File: src/rtl/sram_frame_arbiter.sv
// sram_frame_arbiter: round-robin arbiter of N pixel clients onto one pipelined
// ZBT SRAM port, with four rotating frame-buffer roles and a latency-matched
// read-return tag queue.
module sram_frame_arbiter #(
  parameter int N_CLIENTS    = 4,
  parameter int ADDR_W       = 19,
  parameter int DATA_W       = 36,
  parameter int OFF_W        = 17,
  parameter int IMG_WORDS    = 76800,
  parameter int READ_LATENCY = 2
) (
  input  logic                        clock,
  input  logic                        reset,
  input  logic                        frame_flag,
  input  logic [N_CLIENTS-1:0]        req_valid,
  input  logic [N_CLIENTS-1:0]        req_wr,
  input  logic [2*N_CLIENTS-1:0]      req_role,
  input  logic [OFF_W*N_CLIENTS-1:0]  req_offset,
  input  logic [DATA_W*N_CLIENTS-1:0] req_wdata,
  output logic [N_CLIENTS-1:0]        req_ready,
  output logic [N_CLIENTS-1:0]        rd_valid,
  output logic [DATA_W-1:0]           rd_data,
  output logic                        mem_en,
  output logic                        mem_we,
  output logic [ADDR_W-1:0]           mem_addr,
  output logic [DATA_W-1:0]           mem_wdata,
  input  logic [DATA_W-1:0]           mem_rdata,
  output logic [7:0]                  buf_map,
  output logic [15:0]                 frame_count
);

  localparam int          ID_W        = (N_CLIENTS > 1) ? $clog2(N_CLIENTS) : 1;
  localparam int unsigned IMG_WORDS_U = IMG_WORDS;

  // Round-robin pointer and grant
  logic [ID_W-1:0]      rr_q, rr_d;
  logic [ID_W-1:0]      cand;
  logic [ID_W-1:0]      gnt_id;
  logic                 gnt_any;
  logic [N_CLIENTS-1:0] gnt;

  // Selected request fields
  logic                 sel_wr;
  logic [1:0]           sel_role;
  logic [OFF_W-1:0]     sel_off;
  logic [DATA_W-1:0]    sel_wdata;
  logic                 sel_oob;
  logic [1:0]           sel_base;
  logic [ADDR_W-1:0]    sel_addr;

  // SRAM command registers
  logic                 mem_en_q, mem_en_d;
  logic                 mem_we_q, mem_we_d;
  logic [ADDR_W-1:0]    mem_addr_q, mem_addr_d;
  logic [DATA_W-1:0]    mem_wdata_q, mem_wdata_d;

  // Buffer role map: index 0 CAPT, 1 PROC, 2 NEXD, 3 DISP
  logic [3:0][1:0]      map_q, map_d;
  logic [15:0]          fc_q, fc_d;

  // Read tag queue; stage k lines up with cycle t+1+k after the transfer
  logic [READ_LATENCY:0]           tq_vld_q;
  logic [READ_LATENCY:0][ID_W-1:0] tq_id_q;
  logic [READ_LATENCY:0]           tq_oob_q;
  logic                            tq_push_vld;

  // Read return registers
  logic [N_CLIENTS-1:0] rd_valid_q, rd_valid_d;
  logic [DATA_W-1:0]    rd_data_q, rd_data_d;

  // Pick the first valid client starting at the pointer, wrapping around
  always_comb begin
    gnt     = '0;
    gnt_id  = '0;
    gnt_any = 1'b0;
    cand    = '0;
    for (int unsigned k = 0; k < N_CLIENTS; k++) begin
      cand = ID_W'((32'(rr_q) + k) % N_CLIENTS);
      if (!gnt_any && req_valid[cand]) begin
        gnt_any = 1'b1;
        gnt_id  = cand;
      end
    end
    if (gnt_any) gnt[gnt_id] = 1'b1;
  end

  assign req_ready = gnt;

  // Mux the granted client's fields and form the SRAM address
  always_comb begin
    sel_wr    = 1'b0;
    sel_role  = '0;
    sel_off   = '0;
    sel_wdata = '0;
    for (int unsigned i = 0; i < N_CLIENTS; i++) begin
      if (gnt[i]) begin
        sel_wr    = req_wr[i];
        sel_role  = req_role[2*i +: 2];
        sel_off   = req_offset[OFF_W*i +: OFF_W];
        sel_wdata = req_wdata[DATA_W*i +: DATA_W];
      end
    end
    sel_oob  = (32'(sel_off) >= IMG_WORDS_U);
    sel_base = map_q[sel_role];
    sel_addr = ADDR_W'(32'(sel_base) * IMG_WORDS_U + 32'(sel_off));
  end

  // Next-state for pointer, command, role map, frame counter and read return
  always_comb begin
    rr_d = rr_q;
    if (gnt_any) rr_d = ID_W'((32'(gnt_id) + 32'd1) % N_CLIENTS);

    // Out-of-range accesses complete the handshake but never reach the SRAM
    mem_en_d    = gnt_any & ~sel_oob;
    mem_we_d    = gnt_any & sel_wr & ~sel_oob;
    mem_addr_d  = mem_addr_q;
    mem_wdata_d = mem_wdata_q;
    if (gnt_any && !sel_oob) begin
      mem_addr_d  = sel_addr;
      mem_wdata_d = sel_wdata;
    end

    map_d = map_q;
    fc_d  = fc_q;
    if (frame_flag) begin
      map_d[0] = map_q[3];
      map_d[1] = map_q[0];
      map_d[2] = map_q[1];
      map_d[3] = map_q[2];
      fc_d     = fc_q + 16'd1;
    end

    tq_push_vld = gnt_any & ~sel_wr;

    rd_valid_d = '0;
    rd_data_d  = rd_data_q;
    if (tq_vld_q[READ_LATENCY]) begin
      rd_valid_d[tq_id_q[READ_LATENCY]] = 1'b1;
      rd_data_d = tq_oob_q[READ_LATENCY] ? '0 : mem_rdata;
    end
  end

  // State registers; reset also flushes in-flight read tags
  always_ff @(posedge clock or posedge reset) begin
    if (reset) begin
      rr_q        <= '0;
      mem_en_q    <= 1'b0;
      mem_we_q    <= 1'b0;
      mem_addr_q  <= '0;
      mem_wdata_q <= '0;
      map_q       <= {2'd3, 2'd2, 2'd1, 2'd0};
      fc_q        <= '0;
      tq_vld_q    <= '0;
      tq_id_q     <= '0;
      tq_oob_q    <= '0;
      rd_valid_q  <= '0;
      rd_data_q   <= '0;
    end else begin
      rr_q        <= rr_d;
      mem_en_q    <= mem_en_d;
      mem_we_q    <= mem_we_d;
      mem_addr_q  <= mem_addr_d;
      mem_wdata_q <= mem_wdata_d;
      map_q       <= map_d;
      fc_q        <= fc_d;
      tq_vld_q[0] <= tq_push_vld;
      tq_id_q[0]  <= gnt_id;
      tq_oob_q[0] <= sel_oob;
      for (int unsigned k = 1; k <= READ_LATENCY; k++) begin
        tq_vld_q[k] <= tq_vld_q[k-1];
        tq_id_q[k]  <= tq_id_q[k-1];
        tq_oob_q[k] <= tq_oob_q[k-1];
      end
      rd_valid_q  <= rd_valid_d;
      rd_data_q   <= rd_data_d;
    end
  end

  assign mem_en      = mem_en_q;
  assign mem_we      = mem_we_q;
  assign mem_addr    = mem_addr_q;
  assign mem_wdata   = mem_wdata_q;
  assign rd_valid    = rd_valid_q;
  assign rd_data     = rd_data_q;
  assign buf_map     = {map_q[0], map_q[1], map_q[2], map_q[3]};
  assign frame_count = fc_q;

endmodule

File: config.mk
export PLATFORM = sky130hd
export DESIGN_NAME = sram_frame_arbiter
export DESIGN_NICKNAME = d
export VERILOG_FILES = /design/src/rtl/sram_frame_arbiter.sv
export SDC_FILE = /design/constraint.sdc
export NUM_CORES = 1
export LEC_CHECK = 0
export BUFFER_PORTS_ARGS = -buffer_cell sky130_fd_sc_hd__buf_4
export CAP_MARGIN = 20
export CORE_AREA = 5 5 149 151
export DETAILED_ROUTE_END_ITERATION = 6
export DIE_AREA = 0 0 154 156
export PLACE_DENSITY = 0.65
export RECOVER_POWER = 100
export SLEW_MARGIN = 20
export SYNTH_ARGS = -nofsm -noshare
export SYNTH_HDL_FRONTEND = slang
export SYNTH_SLANG_ARGS = --single-unit
File: constraint.sdc
create_clock -name clock -period 5.4 [get_ports clock]
set_clock_uncertainty 0.05 [all_clocks]
set_input_delay 0.81 -clock clock [delete_from_list [all_inputs] [get_ports clock]]
set_output_delay 0.81 -clock clock [all_outputs]
set_load 0.005 [all_outputs]
==> flow_summary.toml, run 1 <==
[status]
run_status = "finished with violations"
failing_checks = "max-capacitance violations, max-slew violations"

[synth]
yosys_most_used_dff = "sky130_fd_sc_hd__dfrtp_1"
synthDominantCellAreaShare = 0.457
yosysUniqueCellTypes = 54
synth_top_area_cells = "sky130_fd_sc_hd__dfrtp_1 46%, sky130_fd_sc_hd__o21ai_0 6.4%, sky130_fd_sc_hd__a221oi_1 6.0%, sky130_fd_sc_hd__nand2_1 5.4%, sky130_fd_sc_hd__a21oi_1 4.4%"
synth_async_sr_flop_share = 1.00
synth.cell_area_um2 = 7170
synth.cells.most_frequent = "131 x sky130_fd_sc_hd__dfrtp_1, 103 x sky130_fd_sc_hd__nand2_1, 92 x sky130_fd_sc_hd__o21ai_0"
synth-seq-area-share = 0.472
syn_nets = 1095
synthCells = 814
synth-warning-count = 0
netlist.top_cell.by_area = "sky130_fd_sc_hd__dfrtp_1"
synth.avg_cell_area_um2 = 8.80
post-synth-top-count-cell = "sky130_fd_sc_hd__dfrtp_1"
synth_seq_cells = 135
synth_enable_flop_cells = 0

[setup_path]
crit_path_start_kind = "input pin"
worstPathMaxFanout = 9
critical_path_required_ns = 5.69
crit_type = "in -> reg"
regToRegSetupSlack_ns = 0.50
worst_path_max_delay_cell = "sky130_fd_sc_hd__a2111oi_1"
cp_top_family = "compound AO/OA/AOI/OAI gates"
crit_chain = "buf_4 -> mux2i_1 -> nor2_1 -> nor3_1 -> clkbuf_1 -> inv_1 -> ha_1 -> nor2b_1 -> a2111oi_2 -> nor2_1 -> a211oi_1 -> or2_2 -> ha_1 -> inv_1 -> ha_1 -> nand3_1 -> a2111oi_1 -> o311ai_1 -> a211o_1 -> nand4b_1"
endpoint_kind = "register"
number_of_buffers_and_inverters_on_the_critical_path = 4
timing.critical_path.arrival_ns = 5.24
timing.critical_path.slowest_cell_delay_ns = 0.68
crit_top_cell = "sky130_fd_sc_hd__ha_1"

[floorplan]
core_area_um2 = 20700
dieHeight_um = 156
die-area_um2 = 24000
io-pin-count = 392
std_cell_rows = 53
initial_core_util = 0.346
die_width_um = 154

[clock_network]
post_cts_hold_buffer_count = 0
htree_levels = 4
cts_setup_buffers = 0
post_cts.resized_instances = 0
clk_transition_reported_paths_ns = 0.06
cts_tree = "built"
clock_latency_ns = 0.41
numCtsBuffers = 17
clock_tree.buffer_depth = 2
cts.sinks = 135
cts_root_cell = "sky130_fd_sc_hd__clkbuf_16"

[routing]
drtIter0Drc = 349
wl_per_cell_um = 18.0
wirelength_um = 26400
viasPerCell = 4.97
vias = 7283
remaining_drc_errors = 0
drtPass1Iterations = 5
drt.antenna.violating_nets = 0

[place]
globalplace.congestion = 0.892
dp_hpwl_um = 20700
postPlaceCellArea_um2 = 10300
portBuffers = 391

[run]
drv_cap = 3

[sta]
rsz_0062_raised_after_global_routing = "false"
finalCritPeriodShare = 0.917
report.final.setup_viol = 0
finalHoldViolCount = 0
max_freq_mhz = 202
timing.final.crit_period_ns = 4.95
final-max-slew-violation-count = 182
totalNegativeSetupSlack_ns = 0
tightestPinTransition_ns = 3.37
max-slew-margin-rel = -1.25

[cells_and_area]
finalInstanceArea_um2 = 10600
finish.utilization = 0.511
area_growth_pct = 47.6
antenna_cells_inserted = 0
fin_nets = 1458
drive_above_1_share = 0.329

[power_and_ir_drop]
irDropWorstVdd_mv = 0.277
power.density_nw_per_um2 = 528
cellLeakagePower_nw = 4.97

[worst_hold_path]
timing.hold.worst.class = "reg -> reg"

[global_route]
antenna_found_initial = 1
grt_pass1_wl_um = 40500
grt_util_all_layers = 0.213
pin_count_of_the_biggest_net_entering_global_routing = 91
grt_overflow_total = 0
first_global_vias = 7185
## area by class of cell
type / count / area [um^2]
fillers: 2116 / 10100
flip-flops and latches: 135 / 3380
multi-input cells: 566 / 3320
repair buffers: 405 / 2790
clock buffers: 20 / 457
well taps: 275 / 344
inverters: 52 / 195
clock inverters: 12 / 90.1
## flip-flops by register name (all words and copies together), names as in the netlist
signal / count
mem_we: 1
tq_oob_q: 3
tq_id_q: 6
tq_vld_q: 3
rd_data: 36
rd_valid: 4
mem_addr: 19
mem_en: 1
rr_q: 2
frame_count: 16
buf_map: 8
mem_wdata: 36
## through the flow
stage                     hold slack, ns  power [mW]  worst slack [ns]  instances
after detailed placement           0.285        4.78            0.0904       1433
after floorplan                    0.281        3.45             0.398        814
after global routing               0.302        6.08            0.0554       1465
after CTS                          0.295        5.88             0.517       1465
after global placement             0.284        4.74             0.260       1433
final                              0.295        5.59             0.449       1465
## cell families after synthesis
kind of cell,count (synthesis),synth area share
AO/OA/AOI/OAI,250,0.228
multiplexers,10,0.0155
XOR/XNOR,19,0.0232
buffers and inverters,113,0.0641
AND/OR/NAND/NOR,273,0.172
adder cells (fa/ha/maj),14,0.0255
flip-flops,135,0.472
## where the power goes
group / switching, mW / internal, mW / leakage (nW)
clock: 0.447 / 0.616 / 0.264
sequential: 0.232 / 1.45 / 1.68
combinational: 1.65 / 1.19 / 3.03
## final timing paths
| path | from | end | cells after the start |
|---|---|---|---|
| max in group asynchronous | reset | mem_wdata[31] | 3 |
| worst max-delay path | req_valid[2] | mem_addr[17] | 20 |
| worst min register to register | tq_oob_q[1] | tq_oob_q[2] | 0 |
| worst max register to register | rr_q[1] | mem_addr[17] | 19 |
| worst min-delay path | tq_oob_q[1] | tq_oob_q[2] | 0 |
| min in group asynchronous | reset | frame_count[7] | 2 |
## worst reg2reg max path, delay by kind of cell (launching register included)
kind	cells	cell delay [ns]
AND/OR/NAND/NOR	7	0.95
AO/OA/AOI/OAI	5	2.15
flip-flops	1	0.45
adder cells (fa/ha/maj)	3	0.64
multiplexers	1	0.22
buffers and inverters	3	0.37
## routing by layer
| metal | global-route usage | routed length, um |
|---|---|---|
| met5 | 0 | 0 |
| met4 | 0.0580 | 459 |
| met3 | 0.0491 | 1510 |
| met2 | 0.359 | 13000 |
| met1 | 0.276 | 11400 |
## layout by cell type, fill, tap and decap left out, types with 4 or more instances in the layout
cell                          n
sky130_fd_sc_hd__buf_4      278
sky130_fd_sc_hd__mux2_2       9
sky130_fd_sc_hd__nor2b_1      5
sky130_fd_sc_hd__nand3_1      9
sky130_fd_sc_hd__a211oi_1    13
sky130_fd_sc_hd__nand4_1      4
sky130_fd_sc_hd__a21oi_1     63
sky130_fd_sc_hd__nand2_1    103
sky130_fd_sc_hd__inv_1       50
sky130_fd_sc_hd__o21ai_0     92
sky130_fd_sc_hd__and2_1       8
sky130_fd_sc_hd__nand3b_1     4
sky130_fd_sc_hd__clkbuf_16   17
sky130_fd_sc_hd__clkbuf_1    65
sky130_fd_sc_hd__o211ai_1     4
sky130_fd_sc_hd__xor2_1       5
sky130_fd_sc_hd__a221oi_1    49
sky130_fd_sc_hd__nor2_1      68
sky130_fd_sc_hd__xnor2_1     14
sky130_fd_sc_hd__clkbuf_4    58
sky130_fd_sc_hd__o21a_1       7
sky130_fd_sc_hd__clkbuf_2     4
sky130_fd_sc_hd__dfrtp_1    131
sky130_fd_sc_hd__nor3_1      57
sky130_fd_sc_hd__dfstp_1      4
sky130_fd_sc_hd__inv_6        4
sky130_fd_sc_hd__ha_1        13
(Power assumes the default switching activity.)
==> run 2, diff against run 1 <==
Clock period 5.4 ns to 4.7 ns, I/O delays scaled along.
==> run 2 against run 1 <==
Against the previous run: the run ends with design-rule violations, max-capacitance violations, max-slew violations left; via count grew 1.9%; global-route usage rose by 0.44 points; cell area increased by 2.1%; die area did not move.
==> flow_summary.toml, run 2 (same netlist as run 1, synthesis figures left out) <==
[status]
run_status = "finished with violations"
failing_checks = "design-rule violations, max-capacitance violations, max-slew violations"

[global_route]
first_global_vias = 7266
grt.met1_usage = 0.286
pin_count_of_the_biggest_net_entering_global_routing = 106
gr-max-usage-layer = "met2"
antenna_found_initial = 0
grt_overflow_total = 0
met2_track_utilization_from_global_routing = 0.367
grt_util_all_layers = 0.217
met3_usage = 0.0444
grt_pass1_wl_um = 41600

[clock_network]
cts_tree = "built"
numCtsBuffers = 17
clk_transition_reported_paths_ns = 0.06
cts_setup_buffers = 0
post_cts_hold_buffer_count = 0
clock_latency_ns = 0.41
post_cts.resized_instances = 0
cts_root_cell = "sky130_fd_sc_hd__clkbuf_16"
cts.sinks = 135
htree_levels = 4
clock_tree.buffer_depth = 2

[cells_and_area]
drive_above_1_share = 0.348
antenna_cells_inserted = 0
layout_common_cells = "288 x sky130_fd_sc_hd__buf_4, 130 x sky130_fd_sc_hd__dfrtp_1, 103 x sky130_fd_sc_hd__nand2_1"
fillers = 2043
fin_nets = 1472
layout.cells.most_common = "sky130_fd_sc_hd__buf_4"
area_growth_pct = 50.8

[floorplan]
die-area_um2 = 24000
std_cell_rows = 53
io-pin-count = 392
core_area_um2 = 20700
die_width_um = 154
dieHeight_um = 156
initial_core_util = 0.346

[setup_path]
crit_chain = "mux2i_1 -> nor2_1 -> nor3_2 -> buf_4 -> ha_1 -> buf_4 -> o41ai_4 -> inv_2 -> clkbuf_2 -> clkbuf_4"
worstPathMaxFanout = 57
endpoint_kind = "primary output"
crit_type = "reg -> out"
timing.reg2reg.worst_path_depth = 18
critical_path_required_ns = 3.94
crit_top_cell = "sky130_fd_sc_hd__buf_4"
crit-reg2reg-launch = "rr_q[1]"
worst_path_max_delay_cell = "sky130_fd_sc_hd__clkbuf_2"
timing.critical_path.slowest_cell_delay_ns = 0.88
timing.critical_path.arrival_ns = 3.63
crit_path_start_kind = "register"
worst_setup_path_startpoint = "rr_q[1]"

[sta]
report.final.setup_viol = 0
max_freq_mhz = 228
max-slew-margin-rel = -0.210
rsz_0062_raised_after_global_routing = "false"
finalCritPeriodShare = 0.933
final-max-slew-violation-count = 111
finalHoldViolCount = 0
hold-worst-slack_ns = 0.295
timing.final.crit_period_ns = 4.38
tightestPinTransition_ns = 1.81

[worst_hold_path]
timing.hold.worst.class = "reg -> reg"
number_of_cells_traversed_by_the_worst_hold_path = 0
min-delay-start = "tq_vld_q[0]"

[run]
drv_cap = 2

[routing]
wirelength_um = 27200
drt.antenna.violating_nets = 0
remaining_drc_errors = 2
drtIter0Drc = 351
viasPerCell = 5.02
vias = 7422
wl_per_cell_um = 18.4
drtPass1Iterations = 7

[place]
dp_hpwl_um = 21200
globalplace.congestion = 0.883
portBuffers = 391

[power_and_ir_drop]
cellLeakagePower_nw = 5.09
total_power_mw = 6.70
power.density_nw_per_um2 = 620
irDropWorstVdd_mv = 0.435
## run 2: changes by cell type in the layout (fill, tap and decap cells not counted), sizes merged
cell | before | now
clkinvlp | 3 | 2
bufinv | 0 | 2
clkbuf | 146 | 148
clkinv | 5 | 6
buf | 279 | 289
## run 2: worst paths after layout
check | endpoint | slack [ns]
min reg2reg | tq_vld_q[1] | 0.30
min in group asynchronous | rd_data[11] | 0.58
max | req_ready[3] | 0.32
max reg2reg | mem_addr[17] | 0.34
min | tq_vld_q[1] | 0.30
max in group asynchronous | tq_oob_q[2] | 1.12
## run 2: layout make-up
class / count / area, um^2 / area share
clock buffer: 18 / 439 / 0.0407
tap: 275 / 344 / 0.0319
clock inverter: 14 / 163 / 0.0151
timing repair buffer: 419 / 2910 / 0.269
inverter: 52 / 196 / 0.0182
sequential: 135 / 3380 / 0.313
multi-input combinational: 566 / 3370 / 0.312
## run 2: per-stage QoR
step / instance area (um^2) / TNS (ns) / util / instances / worst slack (ns)
3_5_place_dp: 10500 / -0.280 / 0.505 / 1446 / -0.0996
5_1_grt: 10800 / 0 / 0.522 / 1479 / 0.00942
4_1_cts: 11100 / 0 / 0.535 / 1478 / 0.198
6_report: 10800 / 0 / 0.522 / 1479 / 0.317
3_3_place_gp: 10400 / 0 / 0.505 / 1445 / 0.0489
2_1_floorplan: 7200 / 0 / - / 814 / 0.0144
## run 2: where the power goes
part | internal (mW) | switching [mW]
clock | 0.809 | 0.545
sequential | 1.67 | 0.287
combinational | 1.47 | 1.92
## run 2: worst max-delay path: cells and delay by family (launching register included)
kind	cells	cell delay, ns
adders and majority gates	1	0.30
and+or+nand+nor	2	0.34
muxes	1	0.19
buffers and inverters	5	1.82
AOI/OAI and AO/OA	1	0.11
DFF	1	0.43
## run 2: per-layer routing
metal,part of all wire,wire length (um)
met3,0.060,1630
met5,0,0
met4,0.021,561
met1,0.42,11500
met2,0.50,13600
